### src/rtl/conv_pkg.sv
`timescale 1ns/1ps
// conv_pkg: shared definitions for the streaming convolution PE.
//   conv_state_e   - frame sequencing states
//   DEFAULT_STRIDE - window step used when a stride of 0 is requested
//   saturate()     - clamps a signed value to the range of a given bit width
package conv_pkg;

    typedef enum logic [2:0] {
        IDLE,
        FILL,
        CALC,
        EMIT,
        SKIP,
        DONE
    } conv_state_e;

    localparam logic [2:0] DEFAULT_STRIDE = 3'd1;

    // Width is a run-time argument so one function serves any OUT_W;
    // callers keep the low bits of the returned value.
    function automatic logic signed [63:0] saturate(input logic signed [63:0] value,
                                                    input int unsigned        width);
        logic signed [63:0] hi;
        logic signed [63:0] lo;
        hi = (64'sd1 <<< (width - 1)) - 64'sd1;
        lo = -hi - 64'sd1;
        if (value > hi) return hi;
        if (value < lo) return lo;
        return value;
    endfunction

endpackage

### src/rtl/conv_mac.sv
`timescale 1ns/1ps
// conv_mac: signed multiply-accumulate.
//   clk, rst_n - clock, asynchronous active-low reset
//   clr        - synchronous accumulator clear (wins over en)
//   en         - add a*b to the accumulator
//   a, b       - signed operands
//   acc        - signed ACC_W accumulator
module conv_mac #(
    parameter int A_W   = 8,
    parameter int B_W   = 8,
    parameter int ACC_W = 18
) (
    input  logic                    clk,
    input  logic                    rst_n,
    input  logic                    clr,
    input  logic                    en,
    input  logic signed [A_W-1:0]   a,
    input  logic signed [B_W-1:0]   b,
    output logic signed [ACC_W-1:0] acc
);

    logic signed [A_W+B_W-1:0] prod;

    assign prod = a * b;

    always_ff @(posedge clk or negedge rst_n) begin
        if (!rst_n) begin
            acc <= '0;
        end else if (clr) begin
            acc <= '0;
        end else if (en) begin
            acc <= acc + ACC_W'(prod);
        end
    end

endmodule

### src/rtl/conv_stream_pe.sv
`timescale 1ns/1ps
// conv_stream_pe: streaming 1-D convolution processing element.
// Loads TAPS signed coefficients while idle, then for each frame consumes
// len samples over in_valid/in_ready and emits one result per window
// position (every stride samples) over out_valid/out_ready.
//   start, len, stride        - frame launch (stride 0 behaves as 1)
//   coef_we/addr/wdata        - coefficient write port, honoured only when idle
//   in_valid/in_ready/in_data - sample stream
//   out_valid/out_ready       - result stream; out_data = narrowed (acc >>> SHIFT)
//   out_last                  - marks the final result of the frame
//   busy, done                - not idle / one-cycle end-of-frame pulse
// Build option: CONV_SAT_EN clamps results to the OUT_W signed range,
// otherwise the low OUT_W bits are kept.
module conv_stream_pe
    import conv_pkg::*;
#(
    parameter int DATA_W = 8,
    parameter int COEF_W = 8,
    parameter int TAPS   = 4,
    parameter int OUT_W  = 8,
    parameter int SHIFT  = 0,
    parameter int LEN_W  = 16
) (
    input  logic                    clk,
    input  logic                    rst_n,
    input  logic                    start,
    input  logic [LEN_W-1:0]        len,
    input  logic [2:0]              stride,
    input  logic                    coef_we,
    input  logic [$clog2(TAPS)-1:0] coef_addr,
    input  logic [COEF_W-1:0]       coef_wdata,
    input  logic                    in_valid,
    output logic                    in_ready,
    input  logic [DATA_W-1:0]       in_data,
    output logic                    out_valid,
    input  logic                    out_ready,
    output logic [OUT_W-1:0]        out_data,
    output logic                    out_last,
    output logic                    busy,
    output logic                    done
);

    localparam int ACC_W = DATA_W + COEF_W + $clog2(TAPS);
    localparam int TAP_W = $clog2(TAPS);

    conv_state_e state, state_next;

    logic [LEN_W-1:0]         len_q;
    logic [LEN_W-1:0]         consumed;
    logic [LEN_W-1:0]         cnt;
    logic [LEN_W-1:0]         skip_n;
    logic [2:0]               stride_q;
    logic                     drain;
    logic [TAP_W-1:0]         tap;
    logic signed [DATA_W-1:0] win  [TAPS];
    logic signed [COEF_W-1:0] coef [TAPS];
    logic signed [ACC_W-1:0]  acc;
    logic signed [ACC_W-1:0]  acc_sh;
    logic [LEN_W:0]           reach;
    logic                     accept;
    logic                     tail;
    logic                     fill_full;
    logic                     frame_end;
    logic                     mac_clr;
    logic                     mac_en;

    assign accept    = in_valid & in_ready;
    assign reach     = {1'b0, consumed} + (LEN_W + 1)'(stride_q);
    // Next window would run past the frame: current result is the last one.
    assign tail      = reach > {1'b0, len_q};
    assign fill_full = (cnt + 1'b1) == LEN_W'(TAPS);
    assign frame_end = (consumed + 1'b1) == len_q;

    always_comb begin
        state_next = state;
        mac_clr    = 1'b0;
        mac_en     = 1'b0;
        case (state)
            IDLE: begin
                if (start) begin
                    state_next = (len == '0) ? DONE : FILL;
                end
            end
            FILL: begin
                if (accept) begin
                    if (fill_full) begin
                        state_next = CALC;
                        mac_clr    = 1'b1;
                    end else if (frame_end) begin
                        state_next = DONE;
                    end
                end
            end
            CALC: begin
                mac_en = 1'b1;
                if (tap == TAP_W'(TAPS - 1)) begin
                    state_next = EMIT;
                end
            end
            EMIT: begin
                if (out_ready) begin
                    if (tail && (consumed == len_q)) begin
                        state_next = DONE;
                    end else begin
                        state_next = SKIP;
                    end
                end
            end
            SKIP: begin
                if (accept && ((cnt + 1'b1) == skip_n)) begin
                    if (drain) begin
                        state_next = DONE;
                    end else begin
                        state_next = CALC;
                        mac_clr    = 1'b1;
                    end
                end
            end
            DONE: begin
                state_next = IDLE;
            end
            default: begin
                state_next = IDLE;
            end
        endcase
    end

    always_ff @(posedge clk or negedge rst_n) begin
        if (!rst_n) begin
            state     <= IDLE;
            in_ready  <= 1'b0;
            out_valid <= 1'b0;
            out_last  <= 1'b0;
            busy      <= 1'b0;
            done      <= 1'b0;
            len_q     <= '0;
            consumed  <= '0;
            cnt       <= '0;
            skip_n    <= '0;
            stride_q  <= DEFAULT_STRIDE;
            drain     <= 1'b0;
            tap       <= '0;
            for (int unsigned i = 0; i < TAPS; i++) begin
                win[i]  <= '0;
                coef[i] <= '0;
            end
        end else begin
            state     <= state_next;
            // Handshake flags are registered from the next state so no
            // input reaches an output combinationally.
            in_ready  <= (state_next == FILL) || (state_next == SKIP);
            out_valid <= (state_next == EMIT);
            out_last  <= (state_next == EMIT) && tail;
            busy      <= (state_next != IDLE);
            done      <= (state_next == DONE);

            if ((state == IDLE) && coef_we) begin
                coef[coef_addr] <= coef_wdata;
            end

            case (state)
                IDLE: begin
                    if (start) begin
                        len_q    <= len;
                        stride_q <= (stride == '0) ? DEFAULT_STRIDE : stride;
                        consumed <= '0;
                        cnt      <= '0;
                        drain    <= 1'b0;
                        for (int unsigned i = 0; i < TAPS; i++) begin
                            win[i] <= '0;
                        end
                    end
                end
                FILL, SKIP: begin
                    if (accept) begin
                        for (int unsigned i = 0; i + 1 < TAPS; i++) begin
                            win[i] <= win[i+1];
                        end
                        win[TAPS-1] <= in_data;
                        consumed    <= consumed + 1'b1;
                        cnt         <= cnt + 1'b1;
                    end
                end
                CALC: begin
                    tap <= (tap == TAP_W'(TAPS - 1)) ? '0 : tap + 1'b1;
                end
                EMIT: begin
                    if (out_ready) begin
                        cnt    <= '0;
                        drain  <= tail;
                        // On the final result SKIP swallows whatever is left
                        // of the frame instead of a full stride.
                        skip_n <= tail ? (len_q - consumed) : LEN_W'(stride_q);
                    end
                end
                default: begin
                end
            endcase
        end
    end

    conv_mac #(
        .A_W   (COEF_W),
        .B_W   (DATA_W),
        .ACC_W (ACC_W)
    ) u_mac (
        .clk   (clk),
        .rst_n (rst_n),
        .clr   (mac_clr),
        .en    (mac_en),
        .a     (coef[tap]),
        .b     (win[tap]),
        .acc   (acc)
    );

    // out_data is decoded from the accumulator register only; it is frozen
    // throughout EMIT because the MAC is enabled solely in CALC.
    assign acc_sh = acc >>> SHIFT;

`ifdef CONV_SAT_EN
    logic signed [63:0] acc_sat;
    logic               unused_sat_hi;
    assign acc_sat       = saturate(64'(acc_sh), OUT_W);
    assign out_data      = acc_sat[OUT_W-1:0];
    assign unused_sat_hi = ^acc_sat[63:OUT_W];
`else
    logic unused_acc_hi;
    assign out_data      = acc_sh[OUT_W-1:0];
    assign unused_acc_hi = ^acc_sh[ACC_W-1:OUT_W];
`endif

endmodule

### config.mk
export PLATFORM = sky130hd
export DESIGN_NAME = conv_stream_pe
export DESIGN_NICKNAME = d
export VERILOG_FILES = /design/src/rtl/conv_pkg.sv /design/src/rtl/conv_mac.sv /design/src/rtl/conv_stream_pe.sv
export SDC_FILE = /design/constraint.sdc
export NUM_CORES = 1
export LEC_CHECK = 0
export BUFFER_PORTS_ARGS = -buffer_cell sky130_fd_sc_hd__buf_2
export CAP_MARGIN = 25
export CORE_MARGIN = 3
export CORE_UTILIZATION = 45
export DETAILED_ROUTE_END_ITERATION = 16
export SLEW_MARGIN = 10
export SYNTH_ARGS = -nofsm -noshare
export SYNTH_HDL_FRONTEND = slang
export SYNTH_SLANG_ARGS = --single-unit
### constraint.sdc
create_clock -name clk -period 7 [get_ports clk]
set_clock_uncertainty 0.05 [all_clocks]
set_input_delay 1.05 -clock clk [delete_from_list [all_inputs] [get_ports clk]]
set_output_delay 1.05 -clock clk [all_outputs]
set_load 0.05 [all_outputs]
# == Word-level counts from Yosys, hierarchy flattened ==
# Cells that the tools add are included.
# op_classes
muxes,43
n_eq_ne,16
n_bitwise,3
shifts,0
div,0
n_reduce_logical,20
add_sub_neg,6
mul,1
n_lt_le_gt_ge,4
# op_table
operator,n
two-way mux 16 bit,5
two-way mux 32 bit,2
one-hot mux 32 bit (2 select lines),1
equality test 16 bit,3
one-hot mux 16 bit (3 select lines),1
two-way mux 8 bit,5
two-way mux 18 bit,2
"adder 16 x 1 -> 16 bit, second input constant",2
binary-select mux 8 bit (select 2 bit),2
bitwise mux 32 bit,1
one-hot mux 16 bit (2 select lines),1
two-way mux 3 bit,10
adder 18 x 16 -> 18 bit,1
adder 16 x 3 -> 17 bit,1
> comparator 17 x 16 -> 1 bit,1
demux 8 bit (select 2 bit),1
"equality test 16 x 3 -> 1 bit, second input constant",1
zero test 16 bit,1
multiplier 8 x 8 -> 16 bit,1
subtractor 16 bit,1
one-hot mux 3 bit (5 select lines),1
"equality test 3 x 2 -> 1 bit, second input constant",3
"equality test 3 bit, second input constant",3
two-way mux 1 bit,8
other kinds (19),35
# totals
latchBits,0
output_inout_bits,13
mem_bits_ro,0
mem_bits_rw,0
inputBits,43
ff_bits,160
elab_cells,115
memories,0

# == Longest topological paths before layout ==
# logic_depth
depth_word,8
depth_mapped,22
mapped_depth_nobuf,20

# == By module ==
# A second synthesis with hierarchy kept.
# hier_totals
cells_unflattened,1282
area_unflattened_um2,12682.2
# by_module_without_submodules
mod,seq_area_each_um2,area_per_inst_um2,cells_per_inst,instances
conv_stream_pe,3554.7,8664.6,881,1
conv_mac,450.4,4017.6,401,1

# == Worst setup path before layout ==
# Ideal clock, no wire load.
# synth_timing
kind,register to register
start,register tap[0]
end,register u_mac.acc[7]
period_less_slack_ps,5556
stages_incl_launch_ff,20
path_buffers,2
setup_ps,73
required_time_ps,6877
t_arrival_ps,5433
path_slack_ps,1444
cell_sequence,dfrtp_1 clkbuf_1 buf_2 mux4_2 and2_1 fa_1 fa_1 inv_1 fa_1 fa_1 inv_1 ha_1 ha_1 a21oi_1 xnor2_1 xnor2_1 xnor2_1 xnor2_1 mux2i_1 nor2_1
# synth_via
elab_chain_len,8
elab_cells_between_ends,11
cone_classes,add/sub (1); mul (1); mux (8); bitwise (1)
# synth_rtl
element,line,rtl
from (decl),conv_stream_pe.sv:54,logic [TAP_W-1:0] tap;
from (signal assigned),conv_stream_pe.sv:185,tap <= (tap == TAP_W'(TAPS - 1)) ? '0 : tap + 1'b1;
NOT 2 -> 3 bit (implied by the code) *,"conv_stream_pe.sv:211, conv_stream_pe.sv:212",
"binary-select mux 8 bit (select 2 bit), on equally long branches","conv_stream_pe.sv:211, conv_stream_pe.sv:212",
"two-way mux 8 bit, on equally long branches (2 in a row)","conv_stream_pe.sv:211, conv_stream_pe.sv:212",
multiplier 8 x 8 -> 16 bit *,conv_mac.sv:24,assign prod = a * b;
adder 18 x 16 -> 18 bit *,conv_mac.sv:32,acc <= acc + ACC_W'(prod);
two-way mux 18 bit *,conv_mac.sv:31,end else if (en) begin
two-way mux 18 bit *,conv_mac.sv:29,end else if (clr) begin
to (signal assigned),conv_mac.sv:32,
to (decl),conv_mac.sv:19,output logic signed [ACC_W-1:0] acc
# Mark *: on every way between the ends. The rest lies on a longest branch, timed or not. The select of a mux whose other input is x is not followed.
# A chain may end at the register's enable or synchronous reset.

# == Worst setup path in the final report ==
# Ends and elaborated chain as after synthesis.

==> impl_results.md <==
- Status: finished clean
- Worst EP arrival: 5640 ps
- Total power: 4910 uW
- Worst Path Max Fanout: 13
- GRT overflow: 0
- Slew HR: 41.7%
- Num ports: 56
- Worst-margin pin slew: 875 ps
- Cts bufs inserted: 17
- Overall routed net length: 24.1 mm
- CP max-delay cell: mux4_2
- RSZ-0062 raised after global routing: false
- Clock latency at the later pin of the worst-skew pair: 430 ps
- I/O Buffers: 55
- Syn Inst Count: roughly 1,100
- Die Width: 157 um
- FFs w/ async S/R, synth: 100%
- Cell Pwr Density: about 430 mW/mm^2
- DR vias: 7,860
- Synth warn: 0
- Cell Chain, Critical Path: buf_16 > mux4_2 > and2_1 > fa_1 > fa_1 > inv_1 > fa_1 > fa_1 > inv_1 > ha_1 > ha_1 > a21oi_1 > xnor2_1 > xnor2_1 > xnor2_1 > xnor2_1 > mux2i_1 > nor2_1
- Reg-to-reg startpoint: tap[0]
- Critical Path End Type: register
- Synthesis-stage register bit count: 150
- Post-DP HPWL: 17.7 mm
- CTS Buffer Depth: 2
- # Max-Cap Violations: 0
- Placeable core area: 0.0222 sq mm
- Placement Rows: 54
- Clock Sink Count: 150
- Post-CTS Setup Bufs: 0
- Final worst-path cycle share: 77.2%
- Initial antenna violation count: 1
- Lkg Pwr: roughly 0.0052 uW
- Cts hold-fix bufs: 0
- Final RePlAce weighted congestion: 0.835
- Register area share after synthesis: a little over a third
- Die Area: 0.0247 sq mm
- Final layout net count: roughly 1,300
- Slew Limit Fails: 0
- Post-Syn Area: 0.0103 sq mm
- Largest net degree at the start of global routing: 96
- Number of H-tree levels: 4
- Ratio of cells with drive above 1 in the final layout: 14.9%
- Root buffer cell: clkbuf_16
- Critical path's top delay family: adder cells
- First-pass GRT wire length: 40.0 mm
- Ant. Diodes: 0
- Critical Path Start: tap[0]
- Setup tns final: 0 ps
- Post-synth EDFFs: 0
- Synthesized Nets: 1,229
- Buf+Inv Stages, Crit Path: 3
- First-pass DRT Iterations: 5
- GR Util All Layers: 20.3%
- Hold_ws: 443 ps
- Synth Area per Inst: about 9.3 sq um
- Highest Clock Rate: 0.185 GHz
- Worst Min Path Start: win[9]
- Req. time, crit path: 7240 ps
- Final Hold Vio Count: 0
- Most used DFF post-synth: dfrtp_1
- Vias in the first global route: 7,420
- Final setup fails: 0
- CTS tree: yes
- Drt wl/cell: 16.8 um
- Slowest Stage Delay on Critical Path: 600 ps
- Layout area overhead: 10.3%
- DRT iter0 DRCs: around 680
- Unique masters post-synth: 73
- DP Area: about 0.011 sq mm
- Crit Path Class: register to register
- Clk slew on worst S/H paths: 70 ps
- Setup crit start kind: register
- Post-CTS Resized: 0
- Final Instance Area: approximately 0.011 sq mm
- Die Y: 157 um
- Remaining DRCs: 0
- Initial core utilization: between 40% and 50%
- DRT antenna net count: 0
- Vias/cell: 5.50
- Worst vdd ir: 0.220 mV
- Min-Delay Path Class: register to register
- Fin crit period: 5400 ps
-- stage by stage --
| step | util (%) | std cells | setup WS, ps |
|---|---|---|---|
| 6_report | 51.2 | 1428 | 1600 |
| 3_3_place_gp | 48.5 | 1394 | 1280 |
| 5_1_grt | 51.2 | 1428 | 1320 |
| 2_1_floorplan | - | 1109 | 1440 |
| 4_1_cts | 51.1 | 1427 | 1120 |
| 3_5_place_dp | 48.5 | 1395 | 1150 |
-- worst paths after layout --
path                       slack (ps)  depth (start not counted)            to
hold / removal                    440                          2       win[17]
min in group asynchronous         640                          1     len_q[15]
setup / recovery                 1600                         18  u_mac.acc[7]
setup reg to reg                 1600                         18  u_mac.acc[7]
hold reg to reg                   440                          2       win[17]
max in group asynchronous        4970                          2        cnt[9]
-- cells by family (layout without fill, tap and decap cells) --
| kind of cell | Yosys count | after routing | share of synthesized area (%) |
|---|---|---|---|
| and+or+nand+nor | 404 | 404 | 19.7 |
| AOI/OAI and AO/OA | 176 | 176 | 10.8 |
| adders and majority gates | 77 | 77 | 10.8 |
| xor gates and xnor gates | 96 | 96 | 8.43 |
| muxes | 60 | 60 | 8.22 |
| DFF | 150 | 150 | 36.5 |
| buffers and inverters | 146 | 185 | 5.57 |
-- synthesized netlist by cell type (7+ instances only) --
cell type  count  area (sq um)
a22o_1         7          61.3
xor2_1        19           166
o211ai_1       7          52.6
xnor2_1       75           657
fa_1          20           400
nand4_1       11          68.8
o21ai_0       72           360
mux4_2        16           360
inv_1         88           330
a21oi_1       29           145
nand2_1      163           612
dfrtp_1      149          3730
mux2_2        36           405
mux2i_1        8          80.1
clkbuf_1      40           150
nor4_1        11          68.8
ha_1          57           713
o31ai_1       15           113
and2_1        18           113
nor2_1        55           206
nor3_1        20           100
nor2b_1        8          50.1
or3_1          8          50.1
buf_2          8          40.0
a31oi_1        7          43.8
nand3_1       61           305
-- metal layers --
metal	part of all wire (%)	wire length [um]	GRT usage, %	up-vias
li1	-	-	-	3874
met1	53	12700	32.8	3785
met2	42	10000	28.3	178
met3	4.3	1030	2.97	23
met4	1.1	274	4.96	0
met5	0	0	0	-
-- cells in the final DEF (no fill, tap or decap), types with 15 or more instances in the layout --
cell and n:
xor2_1 19, inv_1 88, nor2_1 55, dfrtp_1 149, fa_1 20, nand3_1 61, mux4_2 16, and2_1 18
o31ai_1 15, xnor2_1 75, a21oi_1 29, mux2_2 36, ha_1 57, o21ai_0 72, buf_2 54, nand2_1 163
clkbuf_16 17, nor3_1 19
-- report_power, final --
part | internal, uW | switching (uW) | total [uW] | leakage (uW)
clock network | 474 | 420 | 894 | 0.000281
registers | 1150 | 285 | 1440 | 0.00195
logic | 1110 | 1470 | 2580 | 0.00293
-- layout make-up --
type	count	area, sq um
Fill cell	2119	10800
Multi-Input combinational cell	813	5970
Sequential cell	150	3750
Clock buffer	18	429
Timing Repair Buffer	64	373
Tap cell	280	350
Inverter	89	334
Clock inverter	14	136
-- worst min-delay path, cell delays in order (launching register included) --
cell and delay, ps:
dfrtp_1 360, nand2_1 60, nand2_1 50
-- state kept, by name, indices dropped and copies added (netlist names) --
register	count
coef	32
busy	1
consumed	16
out_valid	1
stride_q	3
len_q	16
done	1
in_ready	1
skip_n	16
cnt	16
out_last	1
tap	2
state	3
win	32
drain	1
u_mac.acc	8
No activity file was read; power rests on OpenSTA's default activity.
